**config.mk**
```make
export PLATFORM = sky130hd
export DESIGN_NAME = vgabios_rd_ctrl_flat
export DESIGN_NICKNAME = d
export VERILOG_FILES = /design/src/rtl/vgabios_rd_ctrl_if.sv /design/src/rtl/vgabios_rd_ctrl.sv /design/src/flat_wrapper.sv
export SDC_FILE = /design/constraint.sdc
export NUM_CORES = 1
export LEC_CHECK = 0
export ABC_AREA = 1
export CAP_MARGIN = 20
export CELL_PAD_IN_SITES_DETAIL_PLACEMENT = 1
export CELL_PAD_IN_SITES_GLOBAL_PLACEMENT = 1
export CORE_ASPECT_RATIO = 0.5
export CORE_UTILIZATION = 38
export DETAILED_ROUTE_END_ITERATION = 7
export HOLD_SLACK_MARGIN = 0.1
export PLACE_DENSITY_LB_ADDON = 0.1
export SLEW_MARGIN = 20
export SYNTH_ARGS = -nofsm -noshare
export SYNTH_HDL_FRONTEND = slang
export SYNTH_SLANG_ARGS = --single-unit
```
**constraint.sdc**
```tcl
create_clock -name ib_clk -period 2.1 [get_ports ib_clk]
set_clock_uncertainty 0.2 [all_clocks]
set_input_delay 0.42 -clock ib_clk [delete_from_list [all_inputs] [get_ports ib_clk]]
set_output_delay 0.42 -clock ib_clk [all_outputs]
set_load 0.02 [all_outputs]
```
**src/rtl/vgabios_rd_ctrl_if.sv**
```systemverilog
// Host-side request/response bus plus the ROM enable/address port of the
// VGA BIOS read controller, bundled as one interface.
interface vgabios_rd_ctrl_if;
  logic        req_valid;
  logic        req_ready;
  logic [10:0] req_addr;
  logic [3:0]  req_be;
  logic        rsp_valid;
  logic        rsp_ready;
  logic [31:0] rsp_data;
  logic        rsp_err;
  logic        flush;
  logic        rom_en;
  logic [8:0]  rom_address;
  logic        rom_ready;
  logic [31:0] rom_data;
  logic [15:0] hit_count;

  modport slave (
    input  req_valid, req_addr, req_be, rsp_ready, flush, rom_ready, rom_data,
    output req_ready, rsp_valid, rsp_data, rsp_err, rom_en, rom_address, hit_count
  );

  modport master (
    output req_valid, req_addr, req_be, rsp_ready, flush, rom_ready, rom_data,
    input  req_ready, rsp_valid, rsp_data, rsp_err, rom_en, rom_address, hit_count
  );
endinterface

```
**src/rtl/vgabios_rd_ctrl.sv**
```systemverilog
// Read controller in front of the 512x32 VGA BIOS ROM: one-word last-read
// buffer, byte-lane masking and a bounded wait for the ROM response.
module vgabios_rd_ctrl #(
  parameter int unsigned TIMEOUT   = 8,
  parameter logic [31:0] FILL_DATA = 32'hFFFF_FFFF
) (
  input logic              ib_clk,
  input logic              ib_rst_n,
  vgabios_rd_ctrl_if.slave bus
);

  typedef enum logic [1:0] {
    IDLE  = 2'd0,
    FETCH = 2'd1,
    RESP  = 2'd2
  } state_t;

  localparam logic [7:0] TMO_LIMIT = 8'(TIMEOUT);

  state_t      state_q;
  logic        req_ready_q;
  logic        rsp_valid_q;
  logic [31:0] rsp_data_q;
  logic        rsp_err_q;
  logic        rom_en_q;
  logic [8:0]  rom_address_q;
  logic [3:0]  be_q;
  logic        buf_valid_q;
  logic [8:0]  buf_tag_q;
  logic [31:0] buf_data_q;
  logic [7:0]  tmo_cnt_q;
  logic [15:0] hit_count_q;

  logic        accept_s;
  logic [8:0]  word_idx_s;
  logic        hit_s;
  logic        tmo_s;
  logic [7:0]  tmo_cnt_d;
  logic [15:0] hit_count_d;

  function automatic logic [31:0] lane_mask(input logic [31:0] word, input logic [3:0] be);
    logic [31:0] res;
    res = 32'h0000_0000;
    for (int i = 0; i < 4; i++) begin
      res[8*i +: 8] = be[i] ? word[8*i +: 8] : 8'h00;
    end
    return res;
  endfunction

  // Request decode, buffer lookup and counter next values
  always_comb begin
    accept_s    = bus.req_valid && req_ready_q;
    word_idx_s  = bus.req_addr[10:2];
    hit_s       = buf_valid_q && (buf_tag_q == word_idx_s) && !bus.flush;
    tmo_cnt_d   = tmo_cnt_q + 8'd1;
    tmo_s       = (tmo_cnt_d == TMO_LIMIT);
    if (hit_count_q == 16'hFFFF) begin
      hit_count_d = hit_count_q;
    end else begin
      hit_count_d = hit_count_q + 16'd1;
    end
  end

  // Controller FSM with registered outputs and last-read buffer
  always_ff @(posedge ib_clk or negedge ib_rst_n) begin
    if (!ib_rst_n) begin
      state_q       <= IDLE;
      req_ready_q   <= 1'b1;
      rsp_valid_q   <= 1'b0;
      rsp_data_q    <= 32'h0000_0000;
      rsp_err_q     <= 1'b0;
      rom_en_q      <= 1'b0;
      rom_address_q <= 9'h000;
      be_q          <= 4'h0;
      buf_valid_q   <= 1'b0;
      buf_tag_q     <= 9'h000;
      buf_data_q    <= 32'h0000_0000;
      tmo_cnt_q     <= 8'h00;
      hit_count_q   <= 16'h0000;
    end else begin
      case (state_q)
        IDLE: begin
          req_ready_q <= 1'b1;
          if (accept_s) begin
            be_q        <= bus.req_be;
            req_ready_q <= 1'b0;
            if (bus.req_be == 4'h0) begin
              rsp_data_q  <= 32'h0000_0000;
              rsp_err_q   <= 1'b0;
              rsp_valid_q <= 1'b1;
              state_q     <= RESP;
            end else if (hit_s) begin
              rsp_data_q  <= lane_mask(buf_data_q, bus.req_be);
              rsp_err_q   <= 1'b0;
              rsp_valid_q <= 1'b1;
              hit_count_q <= hit_count_d;
              state_q     <= RESP;
            end else begin
              rom_address_q <= word_idx_s;
              rom_en_q      <= 1'b1;
              tmo_cnt_q     <= 8'h00;
              state_q       <= FETCH;
            end
          end
        end
        FETCH: begin
          req_ready_q <= 1'b0;
          if (rom_en_q && bus.rom_ready) begin
            buf_data_q  <= bus.rom_data;
            buf_tag_q   <= rom_address_q;
            buf_valid_q <= 1'b1;
            rsp_data_q  <= lane_mask(bus.rom_data, be_q);
            rsp_err_q   <= 1'b0;
            rsp_valid_q <= 1'b1;
            rom_en_q    <= 1'b0;
            state_q     <= RESP;
          end else if (tmo_s) begin
            // ROM never answered: return fill pattern, leave the buffer alone
            rsp_data_q  <= lane_mask(FILL_DATA, be_q);
            rsp_err_q   <= 1'b1;
            rsp_valid_q <= 1'b1;
            rom_en_q    <= 1'b0;
            tmo_cnt_q   <= tmo_cnt_d;
            state_q     <= RESP;
          end else begin
            tmo_cnt_q <= tmo_cnt_d;
          end
        end
        RESP: begin
          req_ready_q <= 1'b0;
          if (bus.rsp_ready) begin
            rsp_valid_q <= 1'b0;
            rsp_err_q   <= 1'b0;
            req_ready_q <= 1'b1;
            state_q     <= IDLE;
          end
        end
        default: begin
          state_q     <= IDLE;
          req_ready_q <= 1'b1;
          rsp_valid_q <= 1'b0;
          rsp_err_q   <= 1'b0;
          rom_en_q    <= 1'b0;
        end
      endcase
      // Flush overrides any buffer fill scheduled above in the same cycle
      if (bus.flush) begin
        buf_valid_q <= 1'b0;
      end
    end
  end

  assign bus.req_ready   = req_ready_q;
  assign bus.rsp_valid   = rsp_valid_q;
  assign bus.rsp_data    = rsp_data_q;
  assign bus.rsp_err     = rsp_err_q;
  assign bus.rom_en      = rom_en_q;
  assign bus.rom_address = rom_address_q;
  assign bus.hit_count   = hit_count_q;

endmodule

```
**src/flat_wrapper.sv**
```systemverilog
// flat-port wrapper written by rule: the top's interface ports become plain ports
module vgabios_rd_ctrl_flat 
#(
  parameter int unsigned TIMEOUT   = 8,
  parameter logic [31:0] FILL_DATA = 32'hFFFF_FFFF
)
  (ib_clk, ib_rst_n, bus_req_valid, bus_req_addr, bus_req_be, bus_rsp_ready, bus_flush, bus_rom_ready, bus_rom_data, bus_req_ready, bus_rsp_valid, bus_rsp_data, bus_rsp_err, bus_rom_en, bus_rom_address, bus_hit_count);
  vgabios_rd_ctrl_if bus_i ();
  input logic ib_clk;
  input logic ib_rst_n;
  input wire logic [$bits(bus_i.req_valid)-1:0] bus_req_valid;
  input wire logic [$bits(bus_i.req_addr)-1:0] bus_req_addr;
  input wire logic [$bits(bus_i.req_be)-1:0] bus_req_be;
  input wire logic [$bits(bus_i.rsp_ready)-1:0] bus_rsp_ready;
  input wire logic [$bits(bus_i.flush)-1:0] bus_flush;
  input wire logic [$bits(bus_i.rom_ready)-1:0] bus_rom_ready;
  input wire logic [$bits(bus_i.rom_data)-1:0] bus_rom_data;
  output wire logic [$bits(bus_i.req_ready)-1:0] bus_req_ready;
  output wire logic [$bits(bus_i.rsp_valid)-1:0] bus_rsp_valid;
  output wire logic [$bits(bus_i.rsp_data)-1:0] bus_rsp_data;
  output wire logic [$bits(bus_i.rsp_err)-1:0] bus_rsp_err;
  output wire logic [$bits(bus_i.rom_en)-1:0] bus_rom_en;
  output wire logic [$bits(bus_i.rom_address)-1:0] bus_rom_address;
  output wire logic [$bits(bus_i.hit_count)-1:0] bus_hit_count;
  assign bus_i.req_valid = bus_req_valid;
  assign bus_i.req_addr = bus_req_addr;
  assign bus_i.req_be = bus_req_be;
  assign bus_i.rsp_ready = bus_rsp_ready;
  assign bus_i.flush = bus_flush;
  assign bus_i.rom_ready = bus_rom_ready;
  assign bus_i.rom_data = bus_rom_data;
  assign bus_req_ready = bus_i.req_ready;
  assign bus_rsp_valid = bus_i.rsp_valid;
  assign bus_rsp_data = bus_i.rsp_data;
  assign bus_rsp_err = bus_i.rsp_err;
  assign bus_rom_en = bus_i.rom_en;
  assign bus_rom_address = bus_i.rom_address;
  assign bus_hit_count = bus_i.hit_count;
  vgabios_rd_ctrl #(.TIMEOUT(TIMEOUT), .FILL_DATA(FILL_DATA)) u_core (.ib_clk(ib_clk), .ib_rst_n(ib_rst_n), .bus(bus_i));
endmodule
```
After elaboration in Yosys (flattened, before gate mapping). Index checks and enable logic that the tools add are counted.

$add $sub $neg: 2. Eq/ne operators: 12. Multiplexer cells: 54. Bitwise gates (word level): 4. Reductions and logical operators: 20.

Operator list (number): 32-bit 2-to-1 mux (5); 8-bit 2-to-1 mux (16); 32-bit one-hot mux with 2 select lines (1); 1-bit 2-to-1 mux (20); 16-bit by 1-bit adder with 16-bit output, second input constant (1); 16-bit equality test, second input constant (1); 8-bit one-hot mux with 2 select lines (1); 5-bit AND reduction (3); 2-bit 2-to-1 mux (6); 1-bit one-hot mux with 3 select lines (4); 4-bit AND reduction (3); 9-bit equality test (1); 8-bit by 1-bit adder with 8-bit output, second input constant (1); 8-bit by 4-bit equality test with 1-bit output, second input constant (1); 2-bit inequality test, second input constant (4); 3-bit by 1-bit inequality test with 1-bit output, second input constant (2); 2-bit one-hot mux with 3 select lines (1); 2-bit AND reduction (3); 2-bit nonzero test (3); 1-bit logical AND (4); 4-bit zero test (1); 1-bit inverter (4); 3-bit AND reduction (1); 2-bit by 1-bit equality test with 1-bit output, second input constant (1); other kinds (4) (4).

Register bits: 117. Bits of input ports: 53. Word-level logic and storage cells: 105.

Depth between registers and ports, before layout. Gate-level depths: netlist of run 1.

Depth in word-level cells: 7. Mapped depth: 12. Mapped depth without buffers: 12.

Worst setup path before layout of run 1. No wires, ideal clock.

Path type: reg-to-reg. Start point: register u_core.hit_count_q[0], in the netlist u_core.bus.hit_count[0]. End point: register u_core.hit_count_q[8], in the netlist u_core.bus.hit_count[8]. Data arrival time: 1635 ps. Setup slack: 148 ps. Stages on the path, launching flop included: 12. Clock period less this slack: 1952 ps. Cell sequence: dfrtp_1 > ha_1 > nand2_1 > inv_1 > nand2_1 > nor2_1 > a21oi_2 > nand3_1 > nor2_1 > nand3_1 > nand2_1 > nand2_1.

Longest elaborated chain between the ends: 3. Elaborated cells on any way between the ends: 4.

Ends and longest elaborated chain: from (decl) (RTL line vgabios_rd_ctrl.sv:32) `logic [15:0] hit_count_q;`; from (signal assigned) (RTL line vgabios_rd_ctrl.sv:96) `hit_count_q <= hit_count_d;`; parallel branches: the longest is 3 deep, another holds 16-bit by 1-bit adder with 16-bit output.

Several ways; the timed one is not identified. A chain may end at the register's enable or synchronous reset.

Final worst setup path of run 1.
Start point: register u_core.tmo_cnt_q[1]. End point: register u_core.rsp_data_q[25], in the netlist u_core.bus.rsp_data[25].

Longest elaborated chain between the ends: 4.

Ends and longest elaborated chain: from (decl) (RTL line vgabios_rd_ctrl.sv:31) `logic [7:0] tmo_cnt_q;`; from (signal assigned) (RTL line vgabios_rd_ctrl.sv:123) `tmo_cnt_q <= tmo_cnt_d;`; from (signal assigned) (RTL line vgabios_rd_ctrl.sv:126) `tmo_cnt_q <= tmo_cnt_d;`; 8-bit by 1-bit adder with 8-bit output (RTL line vgabios_rd_ctrl.sv:55) `tmo_cnt_d = tmo_cnt_q + 8'd1;`; 8-bit by 4-bit equality test with 1-bit output (RTL line vgabios_rd_ctrl.sv:56) `tmo_s = (tmo_cnt_d == TMO_LIMIT);`; 3-bit by 1-bit inequality test with 1-bit output (no line); 4-bit AND reduction (no line); to (signal assigned) (RTL line vgabios_rd_ctrl.sv:93) `rsp_data_q <= lane_mask(buf_data_q, bus.req_be);`; to (signal assigned) (RTL line vgabios_rd_ctrl.sv:112) `rsp_data_q <= lane_mask(bus.rom_data, be_q);`; to (signal assigned) (RTL line vgabios_rd_ctrl.sv:119) `rsp_data_q <= lane_mask(FILL_DATA, be_q);`; to (decl) (RTL line vgabios_rd_ctrl.sv:23) `logic [31:0] rsp_data_q;`.

No other way between the ends.

==> results.toml, run 1 <==
[layout]
layout_common_cells = "nand2_1 (168), dfrtp_1 (115), clkdlybuf4s50_1 (85), inv_1 (80), nor2_1 (63)"
final_cells = 1112
final_common_cell = "nand2_1"
fillers = 1714
layout.nets = 957
finish.utilization = 0.584
diodes = 0
layout-drive-gt1-share = 0.187
synthToLayoutAreaGrowth_pct = 46.6

[timing]
whs_ps = 149
hold_viol_final = 0
rsz0062_at_grt = "true"
worst_slew_pin_slew_ps = 492
setup_slack_ps = -63.5
setup_violations = 33
slew_headroom = 0.672
max_freq_mhz = 462
slew_viol_final = 0
fin_crit_ps = 2160
post-route-period-util = 1.03

[detailed_routing]
vias = 5756
first_pass_iters = 4
ant_nets = 0
drt-total-wl_um = 19500
drt_iter0_markers = 241
drc = 0
vias_per_cell = 5.18
wl_per_cell_um = 17.5

[power_and_ir_drop]
p_seq_frac = 0.299
p_leak_nw = 4.41
p_int_mw = 7.48
p_sw_mw = 4.72
p_per_area_nw_per_um2 = 1410
switching_share = 0.387
vdd_drop_max_v = 0.000610
power_mw = 12.2
combPwrFrac = 0.433
p_clk_frac = 0.268

[die]
die_height_um = 90.0
dieWidth_um = 178
fp-row-count = 31
initial_utilization = 0.398
die-area_um2 = 16000
io_pins = 114
core_um2 = 14800

[logic_synthesis]
yosysUniqueCellTypes = 34
syn_area_um2 = 5890
ys_seq_area_frac = 0.497
synth_edf_count = 0
syn-num-nets = 792
synthArstFlopShare = 1.00
syn_avg_cell_area_um2 = 8.00
synth_warnings = 0
ys.flop_type = "dfrtp_1"
synth.area.top_cells = "dfrtp_1 (49%), nand2_1 (12%), inv_1 (5.1%)"
synthCells = 736
synth_top_area_share = 0.493
synth-seq-cells = 117
synth_top_area_cell = "dfrtp_1"

[clock_tree]
cts_tree = "built"
clockBufferDepth = 2
cts.sink_count = 117
cts-root-buf = "clkbuf_16"
cts.reportedPaths.clkPinSlew_ps = 60
cts_buffers = 17
cts-htree-levels = 4
clk_latency_ps = 420

[global_route]
grt_antenna_before_repair = 0
grt_first_pass_wirelength_um = 30300
grt_overflow_total = 0
grt_pass1_vias = 6093
grtUsageTotal = 0.242
grt_max_degree = 35

[setup_path]
startpoint_type = "flip-flop"
cp_max_fo = 9
arrival_ps = 2270
crit_type = "flip-flop to flip-flop"
crit_required_ps = 2210
cp-end-kind = "flip-flop"

[placed_design]
io_buffers = 111
pre_cts_ws_ps = -465
gp_congestion = 0.788
hpwl_um = 12800
place_inst = 1068

[outcome]
violations = "setup timing"
status = "finished with violations"

[run]
maxCapViolCount = 0

[worst_hold_path]
hold_class = "input port to flip-flop"
cell families after synthesis:
family	share of synthesized area
buffers and inverters	0.0833
AOI/OAI and AO/OA	0.118
adders and majority gates	0.00638
muxes	0.0134
DFF	0.497
and+or+nand+nor	0.266
xor gates and xnor gates	0.0149
flip-flops by register name, indices dropped and copies added (netlist names), 2 cells and up:
name,count
u_core.bus.hit_count,16
u_core.buf_tag_q,9
u_core.be_q,4
u_core.bus.rsp_data,32
u_core.buf_data_q,32
u_core.state_q,2
u_core.tmo_cnt_q,8
u_core.bus.rom_address,9
timing repair:
item,CTS,global route
setup buffers,0,7
cloned,0,3
hold endpoints to repair,30,1
resized for setup,12,83
endpoints found under the setup margin,43,69
pin swaps,0,13
hold buffers,1,1
path summary, 6_finish.rpt:
check                                                   start  slack, ps                                    end  cells past startpoint
max reg2reg                   u_core.tmo_cnt_q[1]$_DFFE_PN0P_        -60    u_core.bus.rsp_data[25]$_DFFE_PN0P_                     13
min                                           bus_req_addr[5]        150  u_core.bus.rom_address[3]$_DFFE_PN0P_                      3
max in group asynchronous                            ib_rst_n        740     u_core.bus.rsp_data[5]$_DFFE_PN0P_                      3
min in group asynchronous                            ib_rst_n        300     u_core.bus.rsp_data[2]$_DFFE_PN0P_                      2
min reg2reg                u_core.bus.rsp_data[3]$_DFFE_PN0P_        270     u_core.bus.rsp_data[3]$_DFFE_PN0P_                      2
max                           u_core.tmo_cnt_q[1]$_DFFE_PN0P_        -60    u_core.bus.rsp_data[25]$_DFFE_PN0P_                     13
through the flow:
| step | TNS (ps) | cell area [um^2] |
|---|---|---|
| 2_1_floorplan | 0 | 5890 |
| 3_3_place_gp | -28890 | 7560 |
| 3_5_place_dp | -32700 | 7560 |
| 4_1_cts | 0 | 8230 |
| 5_1_grt | -5950 | 8630 |
| 6_report | -938 | 8630 |
power by group through the flow:
stage                     Combinational (mW)  Clock (mW)  Sequential (mW)
after CTS                               4.75        3.31             3.58
final                                   5.28        3.27             3.65
after detailed placement                4.70           0             3.60
after global placement                  4.53           0             3.57
after floorplan                         2.24           0             3.99
after global routing                    5.75        3.41             3.74
cell usage after synthesis (7+ instances only):
cell type  instances
clkbuf_1          15
buf_2              8
nand4_1           45
nor2_2             7
o31ai_1           25
inv_1             80
nor2_1            74
a21oi_1           35
mux2_2             7
o21ai_0           52
nand2_1          196
dfrtp_1          116
nand3_1           26
layer usage:
metal | global-route usage | routed length [um] | vias to the layer above
li1 | - | - | 2740
met1 | 0.322 | 8900 | 2893
met2 | 0.402 | 9770 | 104
met3 | 0.0381 | 610 | 19
met4 | 0.0741 | 200 | 0
met5 | 0 | 0 | -
critical path: stages (launching register included):
cell and delay [ps]:
dfrtp_1 410, buf_6 130, nand2_4 50, nor2_4 130
nand2_2 70, nand2_1 50, nand2_1 70, nor2_1 150
nand3_1 130, nand2_4 140, nand3_4 160, clkbuf_16 230
nand2_1 70, nand2_1 50
layout make-up:
type / instances / area [um^2] / area share
Clock buffer: 18 / 429 / 0.0497
Clock inverter: 14 / 224 / 0.0259
Inverter: 87 / 327 / 0.0378
Multi-Input combinational cell: 501 / 2690 / 0.312
Sequential cell: 117 / 2930 / 0.339
Tap cell: 198 / 248 / 0.0287
Timing Repair Buffer: 177 / 1780 / 0.207
(Power assumes the default switching activity.)
==> run 2: changes to the inputs <==
- clock period: 2.1 -> 2.45 ns (I/O delays scaled with it)
==> run 2 against run 1 <==
The flow now finishes without violations. First-iteration DRC count up 16%. Die area stayed put. Utilization shrank 3.1 points. Via count decreased by 1.4%. Sequential power fell by 16%. Sequential share of layout area grew 1.9 points. Count of clock-buffer cells in the layout increased by 1. Global-route usage up 1.1 points.
==> results.toml, run 2 (synthesized netlist as in run 1, its figures left out) <==
[setup_path]
r2r-start = "u_core.tmo_cnt_q[0]$_DFFE_PN0P_"
path_buf_inv = 1
worstReg2RegEnd = "u_core.bus.rsp_data[18]$_DFFE_PN0P_"
path_delay_family = "buffers and inverters"
path_cells = "clkdlybuf4s50_1"
reg2reg_slack_ps = 170
crit_type = "flip-flop to output pin"
rr_worst_depth = 11
cp_slowest_cell = "clkdlybuf4s50_1"
arrival_ps = 1600
cp-end-kind = "output pin"
cp_max_fo = 9
crit_required_ps = 1760
startpoint_type = "flip-flop"
cpPeakStageDelay_ps = 670

[timing]
worst_slew_pin_slew_ps = 664
fin_crit_ps = 2290
setup-tns-final_ps = 0
max_freq_mhz = 436
setup_violations = 0
rsz0062_at_grt = "false"
slew_viol_final = 0
slew_headroom = 0.557
post-route-period-util = 0.937
hold_viol_final = 0
setup_slack_ps = 155
whs_ps = 267

[layout]
diodes = 0
multi_input_area_um2 = 2470
fillers = 1784
final_cells = 1099
layout_common_cells = "nand2_1 (195), dfrtp_1 (116), clkdlybuf4s50_1 (110), inv_1 (80), nor2_1 (74)"
final_common_cell = "nand2_1"
final_area_um2 = 8170
layout-drive-gt1-share = 0.124
final-seq-area_um2 = 2930
synthToLayoutAreaGrowth_pct = 38.7
layout.nets = 944

[global_route]
grt_pass1_vias = 6192
grt_overflow_total = 0
grtUsageTotal = 0.253
grt_antenna_before_repair = 0
grt_max_degree = 46
grt_first_pass_wirelength_um = 31500

[placed_design]
place_inst = 1061
hpwl_um = 12700
io_buffers = 111
dpl_cell_area_um2 = 7500
pre_cts_ws_ps = -166
gp_congestion = 0.782

[detailed_routing]
first_pass_iters = 5
vias_per_cell = 5.16
wl_per_cell_um = 17.0
drt_iter0_markers = 279
drt-total-wl_um = 18700
drc = 0
vias = 5676
ant_nets = 0

[clock_tree]
cts_buffers = 17
cts_resized = 0
cts.sink_count = 117
clockBufferDepth = 2
clk_latency_ps = 420
cts-htree-levels = 4
cts.reportedPaths.clkPinSlew_ps = 60
cts_tree = "built"
cts-root-buf = "clkbuf_16"

[die]
die-area_um2 = 16000
io_pins = 114
core_um2 = 14800
fp-row-count = 31
initial_utilization = 0.398
dieWidth_um = 178
die_height_um = 90.0

[power_and_ir_drop]
combPwrFrac = 0.415
vdd_drop_max_v = 0.000518
switching_share = 0.388
p_clk_frac = 0.271
p_leak_nw = 4.04
p_seq_frac = 0.314
p_int_mw = 5.98
p_per_area_nw_per_um2 = 1200
p_sw_mw = 3.79

[outcome]
status = "complete, no violations"

[worst_hold_path]
hold_class = "flip-flop to flip-flop"
hp-start = "u_core.bus.rsp_data[2]$_DFFE_PN0P_"
hold_depth = 2
hold_end = "u_core.bus.rsp_data[2]$_DFFE_PN0P_"

[run]
maxCapViolCount = 0
## run 2: layout make-up
class,instances,share of cell area
clock buffer,19,0.0554
inverter,87,0.0400
timing repair buffer,164,0.192
clock inverter,13,0.0208
tap,198,0.0303
sequential,117,0.359
multi-input combinational,501,0.302
## run 2: how the worst max path moves through the flow
| stage | slack (ps) | start | end | depth (start not counted) |
|---|---|---|---|---|
| final | 160 | u_core.bus.hit_count[6]$_DFFE_PN0P_ | bus_hit_count[6] | 1 |
| after global routing | 5 | bus_req_addr[3] | u_core.bus.hit_count[5]$_DFFE_PN0P_ | 13 |
| after CTS | 60 | u_core.tmo_cnt_q[0]$_DFFE_PN0P_ | u_core.bus.rsp_data[7]$_DFFE_PN0P_ | 11 |
| after detailed placement | -170 | bus_req_addr[3] | u_core.bus.rsp_data[19]$_DFFE_PN0P_ | 14 |
| after global placement | -110 | bus_req_addr[5] | u_core.bus.rsp_data[1]$_DFFE_PN0P_ | 14 |
| after floorplan | 500 | u_core.bus.hit_count[0]$_DFFE_PN0P_ | u_core.bus.hit_count[8]$_DFFE_PN0P_ | 11 |
## run 2: tightest hold or removal path: cells and delay by family (launching register included)
family | cells | cell delay (ps)
flops | 1 | 340
simple gates | 2 | 90
## run 2: routing by layer
metal  global-route usage  up-vias  share of wire
li1                     -     2717              -
met1                0.328     2814           0.46
met2                0.421      117           0.48
met3               0.0444       28          0.035
met4               0.0912        0          0.018
met5                    0        -              0
## run 2: timing repair
action / in CTS / in global routing
setup buffers: 0 / 5
hold endpoints to repair: 40 / 0
hold buffers: 1 / 0
setup endpoints to repair: 0 / 33
## run 2: power groups by stage
stage | sequential, mW | combinational, mW | clock [mW]
after global routing | 3.15 | 4.45 | 2.77
after global placement | 3.04 | 3.83 | 0
final | 3.07 | 4.05 | 2.65
after floorplan | 3.42 | 1.92 | 0
after detailed placement | 3.09 | 3.96 | 0
after CTS | 3.07 | 4.04 | 2.70
## run 2: through the flow
stage          total power, mW   util
2_1_floorplan             5.34      -
3_3_place_gp              6.88  0.507
3_5_place_dp              7.04  0.507
4_1_cts                   9.80  0.550
5_1_grt                   10.4  0.553
6_report                  9.77  0.553
==> run 3: changes to the inputs <==
- CORE_UTILIZATION: 38 -> 39
- CTS_BUF_LIST: not set -> sky130_fd_sc_hd__clkbuf_4 sky130_fd_sc_hd__clkbuf_8
==> run 3 against run 2 <==
Non-clock buffer count fell by 5. Final cell count decreased by 0.45%. Sequential power about the same. Critical path type unchanged. Largest power group unchanged.
==> results.toml, run 3 (synthesized netlist as in run 1, its figures left out) <==
[outcome]
status = "complete, no violations"

[clock_tree]
cts_resized = 0
cts_tree = "built"
cts.reportedPaths.clkPinSlew_ps = 80
cts_buffers = 17
clk_latency_ps = 430
cts-root-buf = "clkbuf_8"
clockBufferDepth = 2
cts-htree-levels = 4
cts.sink_count = 117

[power_and_ir_drop]
switching_share = 0.401
p_int_mw = 5.40
p_leak_nw = 3.96
p_clk_frac = 0.222
power_mw = 9.01
p_seq_frac = 0.339
p_sw_mw = 3.61
vdd_drop_max_v = 0.000450
combPwrFrac = 0.439
p_per_area_nw_per_um2 = 1130

[setup_path]
path_cells = "clkdlybuf4s50_1"
arrival_ps = 1620
crit_type = "flip-flop to output pin"
cp_max_fo = 9
cpPeakStageDelay_ps = 670
r2r-start = "u_core.state_q[1]$_DFFE_PN0P_"
rr_worst_depth = 7
worstReg2RegEnd = "u_core.bus.rsp_data[24]$_DFFE_PN0P_"
path_delay_family = "buffers and inverters"
path_buf_inv = 1
startpoint_type = "flip-flop"
cp-end-kind = "output pin"
cp_slowest_cell = "clkdlybuf4s50_1"
crit_required_ps = 1760
reg2reg_slack_ps = 190

[layout]
layout.nets = 939
final_common_cell = "nand2_1"
diodes = 0
final_area_um2 = 8000
synthToLayoutAreaGrowth_pct = 35.8
fillers = 1743
final_cells = 1094
finish.utilization = 0.548
layout_common_cells = "nand2_1 (195), dfrtp_1 (116), clkdlybuf4s50_1 (110), inv_1 (80), nor2_1 (74)"
layout-drive-gt1-share = 0.119

[run]
maxCapViolCount = 0

[die]
initial_utilization = 0.404
die-area_um2 = 15600
io_pins = 114
core_um2 = 14600
die_height_um = 88.9
fp-row-count = 31
dieWidth_um = 176

[global_route]
grt_pass1_vias = 5874
grt_max_degree = 42
grtUsageTotal = 0.242
grt_antenna_before_repair = 0
grt_first_pass_wirelength_um = 29100
grt_overflow_total = 0

[timing]
setup_slack_ps = 138
whs_ps = 270
max_freq_mhz = 433
worst_slew_pin_slew_ps = 624
hold_viol_final = 0
slew_headroom = 0.584
setup_violations = 0
post-route-period-util = 0.944
fin_crit_ps = 2310
slew_viol_final = 0
setup-tns-final_ps = 0
rsz0062_at_grt = "false"

[placed_design]
hpwl_um = 12600
pre_cts_ws_ps = -176
gp_congestion = 0.789
dpl_cell_area_um2 = 7550
place_inst = 1061
io_buffers = 111

[worst_hold_path]
hold_end = "u_core.bus.rsp_err$_DFFE_PN0P_"
hp-start = "u_core.bus.rsp_err$_DFFE_PN0P_"
hold_depth = 2
hold_class = "flip-flop to flip-flop"

[detailed_routing]
ant_nets = 0
drt_iter0_markers = 293
wl_per_cell_um = 16.1
first_pass_iters = 4
vias = 5563
drc = 0
vias_per_cell = 5.09
drt-total-wl_um = 17600
==> run 3: cell count changes in the layout (fill, tap and decap cells not counted), sizes merged <==
cell	previous run	this run
buf	53	48
clkinv	6	11
clkbuf	19	17
clkinvlp	3	1
inv	88	86
bufinv	3	4
==> run 3: area by class of cell <==
cell class | count | area [um^2] | share of cell area
Clock inverter | 15 | 204 | 0.0255
Sequential cell | 117 | 2930 | 0.366
Multi-Input combinational cell | 501 | 2470 | 0.309
Tap cell | 198 | 248 | 0.0310
Clock buffer | 17 | 234 | 0.0293
Timing Repair Buffer | 159 | 1580 | 0.198
Inverter | 87 | 327 | 0.0408
==> run 3: worst max-delay path by stage <==
stage / startpoint / endpoint / slack (ps) / depth (start not counted)
detailed placement: bus_req_addr[3] / u_core.bus.hit_count[5]$_DFFE_PN0P_ / -180 / 13
CTS: u_core.bus.hit_count[6]$_DFFE_PN0P_ / bus_hit_count[6] / 120 / 1
global placement: bus_req_addr[5] / u_core.bus.hit_count[5]$_DFFE_PN0P_ / -130 / 13
floorplan: u_core.bus.hit_count[0]$_DFFE_PN0P_ / u_core.bus.hit_count[8]$_DFFE_PN0P_ / 500 / 11
finish: u_core.bus.hit_count[6]$_DFFE_PN0P_ / bus_hit_count[6] / 140 / 1
global route: u_core.tmo_cnt_q[0]$_DFFE_PN0P_ / u_core.bus.rsp_err$_DFFE_PN0P_ / 3 / 11
==> run 3: per-layer routing <==
layer | global-route usage | wire length, um | vias to the layer above | share of wire
met5 | 0 | 0 | - | 0
met4 | 0.0783 | 269 | 0 | 0.015
met3 | 0.0460 | 628 | 19 | 0.036
met2 | 0.409 | 8220 | 98 | 0.47
met1 | 0.317 | 8460 | 2738 | 0.48
li1 | - | - | 2708 | -
==> run 3: timing repair <==
action                                  CTS  global route
endpoints found under the setup margin    0             0
setup buffers                             0             0
hold buffers                              1             0
endpoints found under the hold margin    36             0
==> run 3: power by group through the flow <==
| stage | registers, mW | logic [mW] | clock network, mW |
|---|---|---|---|
| detailed placement | 3.09 | 3.96 | 0 |
| global placement | 3.05 | 3.84 | 0 |
| finish | 3.06 | 3.95 | 2.00 |
| floorplan | 3.42 | 1.92 | 0 |
| CTS | 3.06 | 4.00 | 2.05 |
| global route | 3.13 | 4.37 | 2.14 |
